$ cat config.mk
export PLATFORM = sky130hd
export DESIGN_NAME = param_alu
export DESIGN_NICKNAME = d
export VERILOG_FILES = /design/src/rtl/param_alu.sv
export SDC_FILE = /design/constraint.sdc
export NUM_CORES = 1
export LEC_CHECK = 0
export CORE_MARGIN = 5
export CORE_UTILIZATION = 40
export CTS_CLUSTER_SIZE = 10
export DETAILED_ROUTE_END_ITERATION = 7
export GPL_TIMING_DRIVEN = 1
export PLACE_DENSITY = 0.66
export SYNTH_ARGS = -nofsm -noshare
export SYNTH_HDL_FRONTEND = slang
export SYNTH_SLANG_ARGS = --single-unit
$ cat constraint.sdc
create_clock -name clk -period 2.05 [get_ports clk]
set_input_delay 0.41 -clock clk [delete_from_list [all_inputs] [get_ports clk]]
set_output_delay 0.41 -clock clk [all_outputs]
set_load 0.05 [all_outputs]
$ cat src/rtl/param_alu.sv
// Small ALU with a valid/ready request and result handshake. W-bit operands, 2W-bit result.
// Define PARAM_ALU_MUL_EN to enable the sequential shift-add multiplier for op 111.
module param_alu #(
  parameter int W = 8
) (
  input  logic           clk,
  input  logic           rst_n,
  input  logic           in_valid,
  output logic           in_ready,
  input  logic [W-1:0]   a,
  input  logic [W-1:0]   b,
  input  logic [2:0]     op,
  input  logic [1:0]     fsel,
  output logic           out_valid,
  input  logic           out_ready,
  output logic [2*W-1:0] result,
  output logic           flag,
  output logic           ovf,
  output logic           busy
);

  typedef enum logic [1:0] {
    IDLE,
    EXEC,
`ifdef PARAM_ALU_MUL_EN
    MUL,
`endif
    DONE
  } state_t;

  localparam logic [2:0] OP_ADD = 3'b000;
  localparam logic [2:0] OP_SUB = 3'b001;
  localparam logic [2:0] OP_SHR = 3'b010;
  localparam logic [2:0] OP_SHL = 3'b011;
  localparam logic [2:0] OP_AND = 3'b100;
  localparam logic [2:0] OP_OR  = 3'b101;
  localparam logic [2:0] OP_XOR = 3'b110;
  localparam logic [2:0] OP_MUL = 3'b111;

  state_t         state;
  logic [W-1:0]   a_q;
  logic [W-1:0]   b_q;
  logic [2:0]     op_q;
  logic [1:0]     fsel_q;
  logic [2*W-1:0] alu_res;
  logic           flag_c;

  assign in_ready = (state == IDLE) && rst_n;
  assign busy     = (state != IDLE);

  // NOTE: every always_comb output gets a default first so no path can infer a latch.
  always_comb begin
    alu_res = '0;
    unique case (op_q)
      OP_ADD:  alu_res = {{(W-1){1'b0}}, {1'b0, a_q} + {1'b0, b_q}};
      OP_SUB:  alu_res = {{W{1'b0}}, a_q} - {{W{1'b0}}, b_q};
      OP_SHR:  alu_res = {{W{1'b0}}, 1'b0, a_q[W-1:1]};
      OP_SHL:  alu_res = {{W{1'b0}}, a_q[W-2:0], 1'b0};
      OP_AND:  alu_res = {{W{1'b0}}, a_q & b_q};
      OP_OR:   alu_res = {{W{1'b0}}, a_q | b_q};
      OP_XOR:  alu_res = {{W{1'b0}}, a_q ^ b_q};
      default: alu_res = '0;  // multiply is handled by the MUL state, or disabled
    endcase
  end

  always_comb begin
    flag_c = 1'b0;
    unique case (fsel_q)
      2'b00: flag_c = (a_q > b_q);
      2'b01: flag_c = (a_q == b_q);
      2'b10: flag_c = (a_q == '0);
      2'b11: flag_c = ~a_q[0];
    endcase
  end

`ifdef PARAM_ALU_MUL_EN
  localparam int CW = $clog2(W);

  logic [CW-1:0]  cnt;
  logic [2*W-1:0] acc;
  logic [2*W-1:0] acc_next;

  // One multiplier bit per cycle, LSB first; the partial product is a shifted by the bit index.
  always_comb begin
    acc_next = acc;
    if (b_q[cnt]) acc_next = acc + ({{W{1'b0}}, a_q} << cnt);
  end
`endif

  // NOTE: sequential state uses non-blocking assignments so all registers update together on the edge.
  // NOTE: every register, including the captured operands, is cleared by reset so a discarded
  // operation leaves nothing behind.
  always_ff @(posedge clk or negedge rst_n) begin
    if (!rst_n) begin
      state     <= IDLE;
      a_q       <= '0;
      b_q       <= '0;
      op_q      <= '0;
      fsel_q    <= '0;
      result    <= '0;
      flag      <= 1'b0;
      ovf       <= 1'b0;
      out_valid <= 1'b0;
`ifdef PARAM_ALU_MUL_EN
      cnt       <= '0;
      acc       <= '0;
`endif
    end else begin
      unique case (state)
        IDLE: begin
          if (in_valid) begin
            a_q    <= a;
            b_q    <= b;
            op_q   <= op;
            fsel_q <= fsel;
`ifdef PARAM_ALU_MUL_EN
            if (op == OP_MUL) begin
              cnt   <= '0;
              acc   <= '0;
              state <= MUL;
            end else begin
              state <= EXEC;
            end
`else
            state  <= EXEC;
`endif
          end
        end
        EXEC: begin
          result    <= alu_res;
          ovf       <= |alu_res[2*W-1:W];
          flag      <= flag_c;
          out_valid <= 1'b1;
          state     <= DONE;
        end
`ifdef PARAM_ALU_MUL_EN
        MUL: begin
          if (cnt == CW'(W-1)) begin
            result    <= acc_next;
            ovf       <= |acc_next[2*W-1:W];
            flag      <= flag_c;
            out_valid <= 1'b1;
            state     <= DONE;
          end else begin
            acc <= acc_next;
            cnt <= cnt + 1'b1;
          end
        end
`endif
        DONE: begin
          if (out_ready) begin
            out_valid <= 1'b0;
            state     <= IDLE;
          end
        end
        default: state <= IDLE;
      endcase
    end
  end

endmodule

Yosys cells after proc, flatten, opt, wreduce, memory -nomap -nowiden
Cells that the tools add are included.

storage, ports and cells
  bits in registers = 42

cells by class
  reduce and logical (&&, ||, !) cells = 11
  order comparisons = 1
  bitwise gates (word level) = 4
  equal/unequal tests = 14
  mux-type cells = 7
  add/sub/neg operators = 2

operators with widths
  kind                  count
  $pmux W16 S7          1
  $add A8 B8 Y9         1
  $eq A3 B3 Y1 const B  3
  $sub A8 B8 Y9         1
  $and A8 B8 Y8         1
  $eq A8 B8 Y1          1
  $gt A8 B8 Y1          1
  $logic_not A8 Y1      1
  $or A8 B8 Y8          1
  $reduce_or A8 Y1      1
  $xor A8 B8 Y8         1
  $eq A2 B2 Y1 const B  3
  $eq A3 B2 Y1 const B  2
  $pmux W2 S3           1
  $reduce_and A2 Y1     3
  $eq A2 B1 Y1 const B  2
  $logic_not A2 Y1      2
  $mux W2               2
  $ne A2 B2 Y1 const B  2
  $pmux W1 S4           1
  $reduce_bool A2 Y1    2
  $eq A3 B1 Y1 const B  1
  $logic_not A3 Y1      1
  $pmux W1 S2           1
  other kinds (3)       3

Longest topological paths before layout
  word-level depth = 3
  mapped depth = 10
  mapped depth without buffers = 10

Worst setup path before layout
OpenSTA, ideal clock, no wires.

  path type = reg2reg
  start = register a_q[4]
  end = register flag
  slack = -60 ps
  required time = 1,918 ps
  buffers on the path = 1
  period minus slack after synthesis = 2,110 ps
  arrival = 1,978 ps
  cell stages (with the launch flop) = 10
  setup time = 132 ps
  cells stage by stage = dfrtp_1 -> inv_1 -> ha_1 -> buf_2 -> or4_4 -> nor2_2 -> nor2_1 -> and3_1 -> a211oi_1 -> o21ai_1

between the ends
  word-level cells in the longest chain between the ends = 2
  elaborated cells on any way between the ends = 4
  those cells by class = order compare: 1; eq/ne: 1; mux: 1; reduce/logical: 1

ends and longest elaborated chain
  element                                     line  source
  start, declared                             41    logic [W-1:0] a_q;
  start signal, assigned                      96    a_q <= '0;
  start signal, assigned                      112   a_q <= a;
  $gt A8 B8 Y1, or another cell as far along  69    2'b00: flag_c = (a_q > b_q);
  $pmux W1 S4 *                               68    unique case (fsel_q)
  end signal, assigned                        132   flag <= flag_c;
  end, declared                               17    output logic flag,

Every way passes the cells marked *; elsewhere a longest branch is shown, timed or not.
A chain may end at the register's enable or synchronous reset.

Worst setup path in the final report
  start = register b_q[0]
  end = register ovf

between the ends
  word-level cells in the longest chain between the ends = 3
  elaborated cells on any way between the ends = 4
  those cells by class = add/sub: 2; mux: 1; reduce/logical: 1

ends and longest elaborated chain
  element                                         line    source
  start, declared                                 42      logic [W-1:0] b_q;
  start signal, assigned                          97      b_q <= '0;
  start signal, assigned                          113     b_q <= b;
  $sub A8 B8 Y9 or $add A8 B8 Y9 (tied branches)  56, 55
  $pmux W16 S7 *                                  54      unique case (op_q)
  $reduce_or A8 Y1 *                              131     ovf <= |alu_res[2*W-1:W];
  end signal, assigned                            131
  end, declared                                   18      output logic ovf,

Marks and branches as above.

==> results_dict.tcl <==
set metrics [dict create \
    fmax_mhz 472.9 \
    cp_slowest_cell "dfrtp_1" \
    synth_top_family_by_area "compound AO/OA/AOI/OAI gates" \
    std_cell_rows 30 \
    setup_violations 3 \
    ys_types 52 \
    clk_pin_slew_worst_paths_ns 0.08 \
    clockBufferDepth 2 \
    status "complete, but fails checks" \
    clk_latency_ns 0.29 \
    grt_antenna_before_repair 0 \
    cp-endpoint "ovf$_DFFE_PN0P_" \
    seq_area_sq_um 900.9 \
    place.gp.congestion 0.9455 \
    die-area_sq_um 8507 \
    clock_skew_ns 0.005712 \
    final_util_pct 57.32 \
    tightest_slew_ns 0.5112 \
    required_ns 2.29 \
    ys_seq_area_share_pct 33.30 \
    hp-class "input port to asynchronous set/reset pin" \
    drive_gt1_share_pct 26.91 \
    synth_xor_xnor_area_share_pct 1.619 \
    r2r_cells 11 \
    slew_headroom_pct 65.86 \
    crit_arrival_ns 2.35 \
    worst_slack_ns -0.06483 \
    rr_startpoint "b_q[0]$_DFFE_PN0P_" \
    yosys_warnings 0 \
    synthAdderAreaFrac_pct 13.51 \
    multi_input_area_sq_um 1743 \
    start_util_pct 40.49 \
    track_usage_pct 17.99 \
    cts_tree "yes" \
    synth_edf_count 0 \
    violations "setup timing" \
    htree_num_levels 2 \
    cts_hold_buffers 0 \
    muxShareOfSynthArea_pct 3.191 \
    grt_overflow 0 \
    netlist_area_sq_um 2705 \
    syn_nets 375 \
    maxCapViolCount 0 \
    pin_count 46 \
    grt_max_degree 37 \
    wl_per_cell_um 15.32 \
    stdcell_count 485 \
    synth_area_per_cell_sq_um 8.401 \
    synth-seq-cells 36 \
    timing.critical_path.buf_inv 2 \
    drt_iter0_markers 141 \
    dpl.hpwl_mm 5.724 \
    fillCellCount 643 \
    port_buffers 45 \
    crit_path_cell_trace "buf_4 > ha_4 > inv_2 > fa_2 > nor2b_1 > o21ai_1 > nand2b_1 > a21oi_2 > o31a_1 > o211ai_1 > a21o_1" \
    timing.setup.tns_ns -0.1577 \
    viasPerCell 5.320 \
    synthCells 322 \
    cts_root_buf "clkbuf_8" \
    ant_nets 0 \
    dr.pass1.iters 5 \
    synth_compound_area_share_pct 23.54 \
    path_depth 11 \
    fp.dieW_um 92.24 \
    placed_cells 468 \
    cts_made_buffers 5 \
    async_flop_share_pct 100.0 \
    fin_hold_ws_ns 0.1914 \
    die_h_um 92.24 \
    synth-simple-area-share_pct 16.05 \
    clock_sinks 36 \
    wirelength_mm 7.429 \
    cp_max_fo 3 \
    worstSetupPathType "flip-flop to flip-flop" \
    diodes 0 \
    startpoint "b_q[0]$_DFFE_PN0P_" \
    slew_viol_final 0 \
    worstSetupStartpointType "flip-flop" \
    synth_top_flop_cell "dfrtp_1" \
    final_nets 457 \
    finalHoldViolCount 0 \
    grt_pass1_wl_mm 12.32 \
    num_vias 2580 \
    endpoint_kind "flip-flop" \
    area_delta_synth_final_pct 41.58 \
    grt_pass1_vias 2542 \
    max_stage_delay_ns 0.40 \
    r2r_slack_ns -0.06 \
    r2r-end "ovf$_DFFE_PN0P_" \
    finalCritPeriodShare_pct 103.2 \
    cp_top_family "compound AO/OA/AOI/OAI gates" \
    drcViolationCount 0 \
    coreArea_sq_um 6681 \
    layout_min_cycle_time_ns 2.115 \
    rsz0062_at_grt "yes" \
]
-- how the worst min path moves through the flow --
stage                               start                     to  slack (ns)  cells past startpoint
global placement    result[3]$_DFFE_PN0P_  result[3]$_DFFE_PN0P_        0.47                      2
floorplan                           rst_n     a_q[0]$_DFFE_PN0P_        0.11                      0
finish                              rst_n     b_q[2]$_DFFE_PN0P_        0.19                      2
detailed placement  result[8]$_DFFE_PN0P_  result[8]$_DFFE_PN0P_        0.47                      1
CTS                                 rst_n     a_q[6]$_DFFE_PN0P_        0.23                      2
global route                        rst_n     a_q[4]$_DFFE_PN0P_        0.24                      2
-- kinds of logic after synthesis --
logic type,after synthesis
adders and majority gates,28
muxes,8
DFF,36
buffers and inverters,52
AOI/OAI and AO/OA,98
and+or+nand+nor,95
xor gates and xnor gates,5
-- layout make-up --
cell class	instances	share of cell area [%]
multi-input cells	234	45.51
flip-flops and latches	36	23.52
repair buffers	100	23.42
clock inverters	3	0.4900
clock buffers	5	1.797
inverters	27	2.646
well taps	80	2.614
-- registers in the layout, indices dropped and copies added (netlist names) --
signal and count:
out_valid 1, b_q 8, a_q 8, fsel_q 2
op_q 3, state 2, ovf 1, result 10
flag 1
-- Yosys cell counts, types with 5 or more instances --
cell,number,share of area (%)
a211oi_1,5,1.4
a21oi_1,19,3.5
buf_2,10,1.9
buf_4,6,1.7
clkbuf_1,8,1.1
dfrtp_1,36,33
ha_1,26,12
inv_1,26,3.6
mux2_2,5,2.1
nand2_1,48,6.7
nand2b_1,5,1.2
nor2_1,20,2.8
nor2b_1,7,1.6
o211ai_1,8,2.2
o21ai_0,27,5.0
o21ai_1,11,2.0
o31ai_1,5,1.4
-- worst register-to-register path, stage by stage, from the launching register on --
cell and delay, ns:
dfrtp_1 0.40, buf_4 0.14, ha_4 0.14, inv_2 0.04, fa_2 0.33, nor2b_1 0.12
o21ai_1 0.06, nand2b_1 0.15, a21oi_2 0.08, o31a_1 0.26, o211ai_1 0.24, a21o_1 0.11
-- metal layers --
metal  share of wire [%]  vias to the layer above  wire, um  global-route usage [%]
met2                  48                       78      3602                   31.33
met1                  46                     1220      3454                   23.57
met5                   0                        -         0                       0
met3                 4.2                        7       310                   2.953
met4                0.83                        0        62                   3.465
li1                    -                     1275         -                       -
-- what timing repair did --
action	CTS	global route
setup endpoints to repair	9	17
buffers inserted	7	3
cloned	0	0
resized for setup	20	18
pin swaps	12	11
-- placed cells by master (no fill, tap or decap), types with 3 or more instances in the layout --
master and count:
buf_4 52, nand2_1 47, clkdlybuf4s50_1 39, dfrtp_1 36, o21ai_0 27, inv_1 19, nor2_1 19, a21oi_1 17
ha_1 17, o21ai_1 9, inv_2 8, o211ai_1 8, ha_4 8, nor2b_1 6, nand2b_1 5, o31ai_1 5
mux2_2 5, clkbuf_8 5, xnor2_1 4, a211oi_1 4, nor4_1 3, a21oi_2 3, a222oi_1 3, mux2i_1 3
dlymetal6s2s_1 3, buf_6 3
-- metrics by stage --
step	setup slack (ns)	cell area, sq um
after floorplan	-0.009699	2719
after global placement	-0.1618	3487
after detailed placement	-0.1983	3487
after CTS	-0.01669	3739
after global routing	-0.1635	3830
final	-0.06483	3830
Power is not shown: default switching activity piles up to over one toggle a cycle in this logic, so the estimate is an artifact.
